### config.mk
export PLATFORM = sky130hd
export DESIGN_NAME = rx_seg_display
export DESIGN_NICKNAME = d
export VERILOG_FILES = /design/src/rtl/rx_seg_display.sv
export SDC_FILE = /design/constraint.sdc
export NUM_CORES = 1
export LEC_CHECK = 0
export BUFFER_PORTS_ARGS = -buffer_cell sky130_fd_sc_hd__buf_2
export CORE_MARGIN = 2
export CORE_UTILIZATION = 43
export DETAILED_ROUTE_END_ITERATION = 10
export HOLD_SLACK_MARGIN = 0.15
export PLACE_DENSITY = 0.65
export SYNTH_ARGS = -nofsm -noshare
export SYNTH_HDL_FRONTEND = slang
export SYNTH_SLANG_ARGS = --single-unit
### constraint.sdc
create_clock -name clk -period 2.1 [get_ports clk]
set_clock_uncertainty 0.2 [all_clocks]
set_input_delay 0.21 -clock clk [delete_from_list [all_inputs] [get_ports clk]]
set_output_delay 0.21 -clock clk [all_outputs]
set_load 0.01 [all_outputs]
### src/rtl/rx_seg_display.sv
// rx_seg_display
//
// Pops ASCII bytes from the UART receive buffer, interprets hex digits
// ('0'-'9', 'A'-'F', 'a'-'f') and keeps the last four of them in a 16-bit
// display register. That register is shown on a 4-digit, time-multiplexed,
// common-anode 7-segment display.
//
// Control bytes:
//   ESC (0x1B)          clears the display register
//   CR (0x0D), LF (0x0A) are ignored silently
//   anything else        leaves the register alone and pulses bad_char
//
// Configuration macro:
//   SEG_BLANK_EN  defined   -> leading-zero blanking on digits 3..1
//                 undefined -> all four digits always shown
//
// Parameters:
//   REFRESH_DIV   clk cycles per digit slot (2 .. 2**20)
//
// Ports:
//   clk              system clock
//   rst              synchronous active-high reset
//   rx_data  [7:0]   head byte of the receiver buffer, valid when rx_empty = 0
//   rx_empty         receiver buffer empty
//   forward_rx_data  one-cycle pop strobe to the receiver
//   seg      [6:0]   segments {g,f,e,d,c,b,a}, active low
//   an       [3:0]   digit enables, active low, an[0] = rightmost digit
//   dp               decimal point, active low, always off
//   bad_char         one-cycle pulse for an unrecognised byte
//   disp_val [15:0]  display register (debug / verification)

module rx_seg_display #(
   parameter int REFRESH_DIV = 50000
) (
   input  logic        clk,
   input  logic        rst,
   input  logic [7:0]  rx_data,
   input  logic        rx_empty,
   output logic        forward_rx_data,
   output logic [6:0]  seg,
   output logic [3:0]  an,
   output logic        dp,
   output logic        bad_char,
   output logic [15:0] disp_val
);

   localparam int               CNT_W   = $clog2(REFRESH_DIV);
   localparam logic [CNT_W-1:0] CNT_MAX = CNT_W'(REFRESH_DIV - 1);

`ifdef SEG_BLANK_EN
   localparam logic BLANK_EN = 1'b1;
`else
   localparam logic BLANK_EN = 1'b0;
`endif

   typedef enum logic [1:0] {
      ST_IDLE = 2'd0,
      ST_POP  = 2'd1,
      ST_GAP  = 2'd2
   } state_t;

   // Segment pattern for one hex nibble, bit 6 = g, active low.
   function automatic logic [6:0] font(input logic [3:0] n);
      logic [6:0] f;
      case (n)
         4'h0:    f = 7'h40;
         4'h1:    f = 7'h79;
         4'h2:    f = 7'h24;
         4'h3:    f = 7'h30;
         4'h4:    f = 7'h19;
         4'h5:    f = 7'h12;
         4'h6:    f = 7'h02;
         4'h7:    f = 7'h78;
         4'h8:    f = 7'h00;
         4'h9:    f = 7'h10;
         4'hA:    f = 7'h08;
         4'hB:    f = 7'h03;
         4'hC:    f = 7'h46;
         4'hD:    f = 7'h21;
         4'hE:    f = 7'h06;
         4'hF:    f = 7'h0E;
         default: f = 7'h7F;
      endcase
      return f;
   endfunction

   // Returns {is_hex, nibble}. Letters map via their low nibble (A/a = 1) + 9.
   function automatic logic [4:0] hex_nibble(input logic [7:0] b);
      logic [4:0] r;
      if ((b >= 8'h30) && (b <= 8'h39)) begin
         r = {1'b1, b[3:0]};
      end else if (((b >= 8'h41) && (b <= 8'h46)) || ((b >= 8'h61) && (b <= 8'h66))) begin
         r = {1'b1, b[3:0] + 4'd9};
      end else begin
         r = 5'd0;
      end
      return r;
   endfunction

   state_t           state_r;
   state_t           state_nxt_s;
   logic             fwd_r;
   logic [7:0]       byte_r;
   logic [15:0]      disp_val_r;
   logic [15:0]      disp_nxt_s;
   logic             bad_r;
   logic             bad_nxt_s;
   logic [4:0]       hex_s;
   logic [CNT_W-1:0] cnt_r;
   logic [1:0]       idx_r;
   logic [3:0]       digit_s;
   logic             blank_s;
   logic [6:0]       seg_nxt_s;
   logic [6:0]       seg_r;
   logic [3:0]       an_r;

   // Pop FSM next state and byte decode (decode only acts in GAP).
   always_comb begin
      state_nxt_s = state_r;
      disp_nxt_s  = disp_val_r;
      bad_nxt_s   = 1'b0;
      hex_s       = hex_nibble(byte_r);
      case (state_r)
         ST_IDLE: begin
            if (!rx_empty) begin
               state_nxt_s = ST_POP;
            end else begin
               state_nxt_s = ST_IDLE;
            end
         end
         ST_POP: begin
            state_nxt_s = ST_GAP;
         end
         ST_GAP: begin
            // GAP gives the receiver one cycle to refresh rx_empty.
            state_nxt_s = ST_IDLE;
            if (hex_s[4]) begin
               disp_nxt_s = {disp_val_r[11:0], hex_s[3:0]};
            end else if (byte_r == 8'h1B) begin
               disp_nxt_s = 16'h0000;
            end else if ((byte_r == 8'h0D) || (byte_r == 8'h0A)) begin
               disp_nxt_s = disp_val_r;
            end else begin
               bad_nxt_s = 1'b1;
            end
         end
         default: begin
            state_nxt_s = ST_IDLE;
         end
      endcase
   end

   // Pop FSM state, pop strobe, latched byte, display register, error pulse.
   always_ff @(posedge clk) begin
      if (rst) begin
         state_r    <= ST_IDLE;
         fwd_r      <= 1'b0;
         byte_r     <= 8'h00;
         disp_val_r <= 16'h0000;
         bad_r      <= 1'b0;
      end else begin
         state_r    <= state_nxt_s;
         // Strobe is high exactly while the FSM sits in POP.
         fwd_r      <= (state_nxt_s == ST_POP);
         if (state_r == ST_POP) begin
            byte_r <= rx_data;
         end
         disp_val_r <= disp_nxt_s;
         bad_r      <= bad_nxt_s;
      end
   end

   // Refresh timing: cnt wraps at REFRESH_DIV-1 and advances the digit slot.
   always_ff @(posedge clk) begin
      if (rst) begin
         cnt_r <= '0;
         idx_r <= 2'd0;
      end else if (cnt_r == CNT_MAX) begin
         cnt_r <= '0;
         idx_r <= idx_r + 2'd1;
      end else begin
         cnt_r <= cnt_r + CNT_W'(1);
      end
   end

   // Select the nibble for the current slot and whether it is a leading zero.
   always_comb begin
      digit_s = 4'h0;
      blank_s = 1'b0;
      case (idx_r)
         2'd0: begin
            digit_s = disp_val_r[3:0];
            blank_s = 1'b0;
         end
         2'd1: begin
            digit_s = disp_val_r[7:4];
            blank_s = (disp_val_r[15:4] == 12'h000);
         end
         2'd2: begin
            digit_s = disp_val_r[11:8];
            blank_s = (disp_val_r[15:8] == 8'h00);
         end
         2'd3: begin
            digit_s = disp_val_r[15:12];
            blank_s = (disp_val_r[15:12] == 4'h0);
         end
         default: begin
            digit_s = 4'h0;
            blank_s = 1'b0;
         end
      endcase
      if (BLANK_EN && blank_s) begin
         seg_nxt_s = 7'h7F;
      end else begin
         seg_nxt_s = font(digit_s);
      end
   end

   // Display output registers, refreshed every cycle.
   always_ff @(posedge clk) begin
      if (rst) begin
         an_r  <= 4'hF;
         seg_r <= 7'h7F;
      end else begin
         an_r  <= ~(4'b0001 << idx_r);
         seg_r <= seg_nxt_s;
      end
   end

   assign forward_rx_data = fwd_r;
   assign seg             = seg_r;
   assign an              = an_r;
   assign dp              = 1'b1;
   assign bad_char        = bad_r;
   assign disp_val        = disp_val_r;

endmodule

==> run summary <==
Ant diodes - 0
Vias in the first global route - 2300
P per Cell Area - 590 nW/um^2
Leading area contributor after synthesis - dfxtp_1
Slew HR - 64.9%
CP arrival - 2.15 ns
I/O pin count - 41
Setup violators final - 2
Share of cells above drive strength 1 - 33.7%
CP dominant cell by count - buf_4
Most common cell in the synthesized netlist - dfxtp_1
Worst Max-Slew Pin Slew - 0.526 ns
Leakage power - 0.00153 uW
Max-cap violations - 0
Req. time, crit path - 2.12 ns
DP Wirelength - 4.47 mm
Crit path launch type - flop
Seq/Total Area, Yosys - 38.9%
Pre-Repair DR Iteration Count - 5
Final nets - 410
Outcome - finished, violations left
PortBufs - 39
Kind of critical path - flop to flop
Period minus WS final - 2.13 ns
Routed len/inst - 14.3 um
Post-layout util - 57.1%
Syn_nets - 340
Initial antenna violation count - 0
Pin count of the biggest net entering global routing - 20
Routed Antenna Nets - 0
Clk Latency, worst-skew pair - 0.34 ns
Clock transition at path regs - 0.06 ns
CTS tree - yes
Die area - 7510 um^2
Flop-to-flop setup slack - -0.03 ns
RePlAce Congestion - 0.840
CTS H-tree lvls - 3
# rows - 30
Clk sink count - 57
RSZ-0062 raised after global routing - yes
EDFF count, synth - 0
Drt via density - 5.45
Fillers - 588
Synth unique cells - 52
Die height - 86.6 um
Die W - 86.6 um
Period utilisation layout - 102%
Worst path cell trace - inv_4, ha_4, a222oi_1, buf_4, mux2_4, buf_4, mux2i_1, a22oi_1
CP max stage cell - dfxtp_4
Number of synthesized register bits - 57
Final WS setup - -0.0328 ns
Initial DRC count - 109
Mapped cell area - 2940 um^2
Max Freq - 469 MHz
Main flop type after synthesis - dfxtp_1
Num CTS Buffers - 9
Final Hold Vio Count - 0
Gr ovfl total - 0
Failing checks - negative setup slack
Max-slew violations - 0
DR vias - 2556
First-pass GRT wire length - 10.9 mm
Syn_area_per_cell - 9.35 um^2
Area delta synth->final - 30.6%
Final wirelength - 6.73 mm
GRT Total Usage - 18.6%
Setup TNS Final - -0.0470 ns
Crit path capture type - flop
Most frequent cells after synthesis - dfxtp_1 (57), nor2_1 (26), a21oi_1 (25), nand2_1 (20), nand4_1 (17)
Async SR Flop Fraction - 0%
Clk root buf - clkbuf_8
Worst hold path class - flop to flop
Slowest stage delay, CP - 0.38 ns
Top post-synthesis cells by area - dfxtp_1 (39%), ha_1 (6.4%), a21oi_1 (4.3%)
Peak supply drop - 285 uV
CTS Buffer Depth - 2
Core area - 6720 um^2
Synth Instances - 314
Initial Util - 43.7%
Ys Warns - 0
Drt drc - 0
Max FO, Critical Path - 8
Top-area cell type share of the netlist area - 38.9%
## cells in the final DEF (no fill, tap or decap), drive strengths merged, types with 3 or more instances in the layout
cell          n
mux2          5
nand3        10
a22oi         3
xnor2        14
a21oi        26
nor3          5
inv          14
nor4          7
a222oi        4
clkbuf       14
a31oi         4
nand2        20
buf          70
o211ai       12
mux2i        10
nand2b        7
nand4        18
nor2         27
o21ai         5
dlygate4sd3  10
ha           15
nor4b         3
dfxtp        57
and3          5
## registers in the layout, summed over array words and instances, names as in the netlist
| register | count |
|---|---|
| bad_char | 1 |
| forward_rx_data | 1 |
| byte_r | 8 |
| disp_val | 16 |
| state_r | 2 |
| cnt_r | 16 |
| idx_r | 2 |
| seg | 7 |
| an | 4 |
## power breakdown
part	switching (uW)	internal (uW)	total, uW
clock	429	554	982
sequential	21.8	1100	1120
combinational	79.8	75.1	155
## cell type report
cell class / count / area (um^2) / area share, %
Tap cell: 80 / 100 / 2.61
Timing Repair Buffer: 80 / 543 / 14.2
Multi-Input combinational cell: 222 / 1790 / 46.7
Clock inverter: 2 / 10.0 / 0.261
Clock buffer: 14 / 183 / 4.76
Sequential cell: 57 / 1150 / 30.0
Inverter: 14 / 60.1 / 1.57
## what timing repair did
item / CTS / global route
pin swaps: 3 / 12
endpoints found under the hold margin: 25 / 0
cloned: 1 / 0
setup endpoints to repair: 7 / 8
resized for setup: 8 / 37
hold buffers: 10 / 0
buffers inserted: 3 / 2
## metrics by stage
stage | cells | worst slack, ns | instance area (um^2) | hold slack, ns | total power (uW)
after floorplan | 314 | 0.000792 | 2940 | 0.0871 | 1240
after global placement | 437 | -0.00675 | 3290 | 0.188 | 1280
after detailed placement | 437 | -0.0801 | 3290 | 0.192 | 1280
final | 469 | -0.0328 | 3830 | 0.305 | 2260
after global routing | 469 | -0.0886 | 3830 | 0.334 | 2360
after CTS | 467 | 0.00224 | 3650 | 0.307 | 2280
## per-layer routing
metal / global-route usage [%] / wire (um) / up-vias
met2: 28.9 / 3100 / 85
met1: 23.2 / 3120 / 1190
met4: 9.52 / 163 / 0
met3: 5.90 / 345 / 15
li1: - / - / 1266
met5: 0 / 0 / -
## cell families (layout without fill, tap and decap cells)
| logic type | after synthesis | count (layout) | synth area share (%) |
|---|---|---|---|
| adder cells (fa/ha/maj) | 15 | 15 | 6.39 |
| AND/OR/NAND/NOR | 110 | 110 | 21.9 |
| multiplexers | 14 | 15 | 5.11 |
| AO/OA/AOI/OAI | 65 | 65 | 16.1 |
| flip-flops | 57 | 57 | 38.9 |
| buffers and inverters | 36 | 110 | 6.73 |
| other | 1 | 1 | 0.128 |
| XOR/XNOR | 16 | 16 | 4.77 |
## worst max-delay path: cells and delay by family, from the launching register on
kind,cells,cell delay (ns)
AOI/OAI and AO/OA,2,0.41
adders and majority gates,1,0.16
buffers and inverters,3,0.43
DFF,1,0.38
muxes,2,0.41
## worst paths after layout
kind	end	startpoint	depth (start not counted)
worst max-delay path	seg[3]	idx_r[0]	8
worst min register to register	state_r[0]	state_r[1]	1
worst max register to register	seg[3]	idx_r[0]	8
worst min-delay path	state_r[0]	state_r[1]	1
Note: power is estimated with default switching activity, not from simulation.
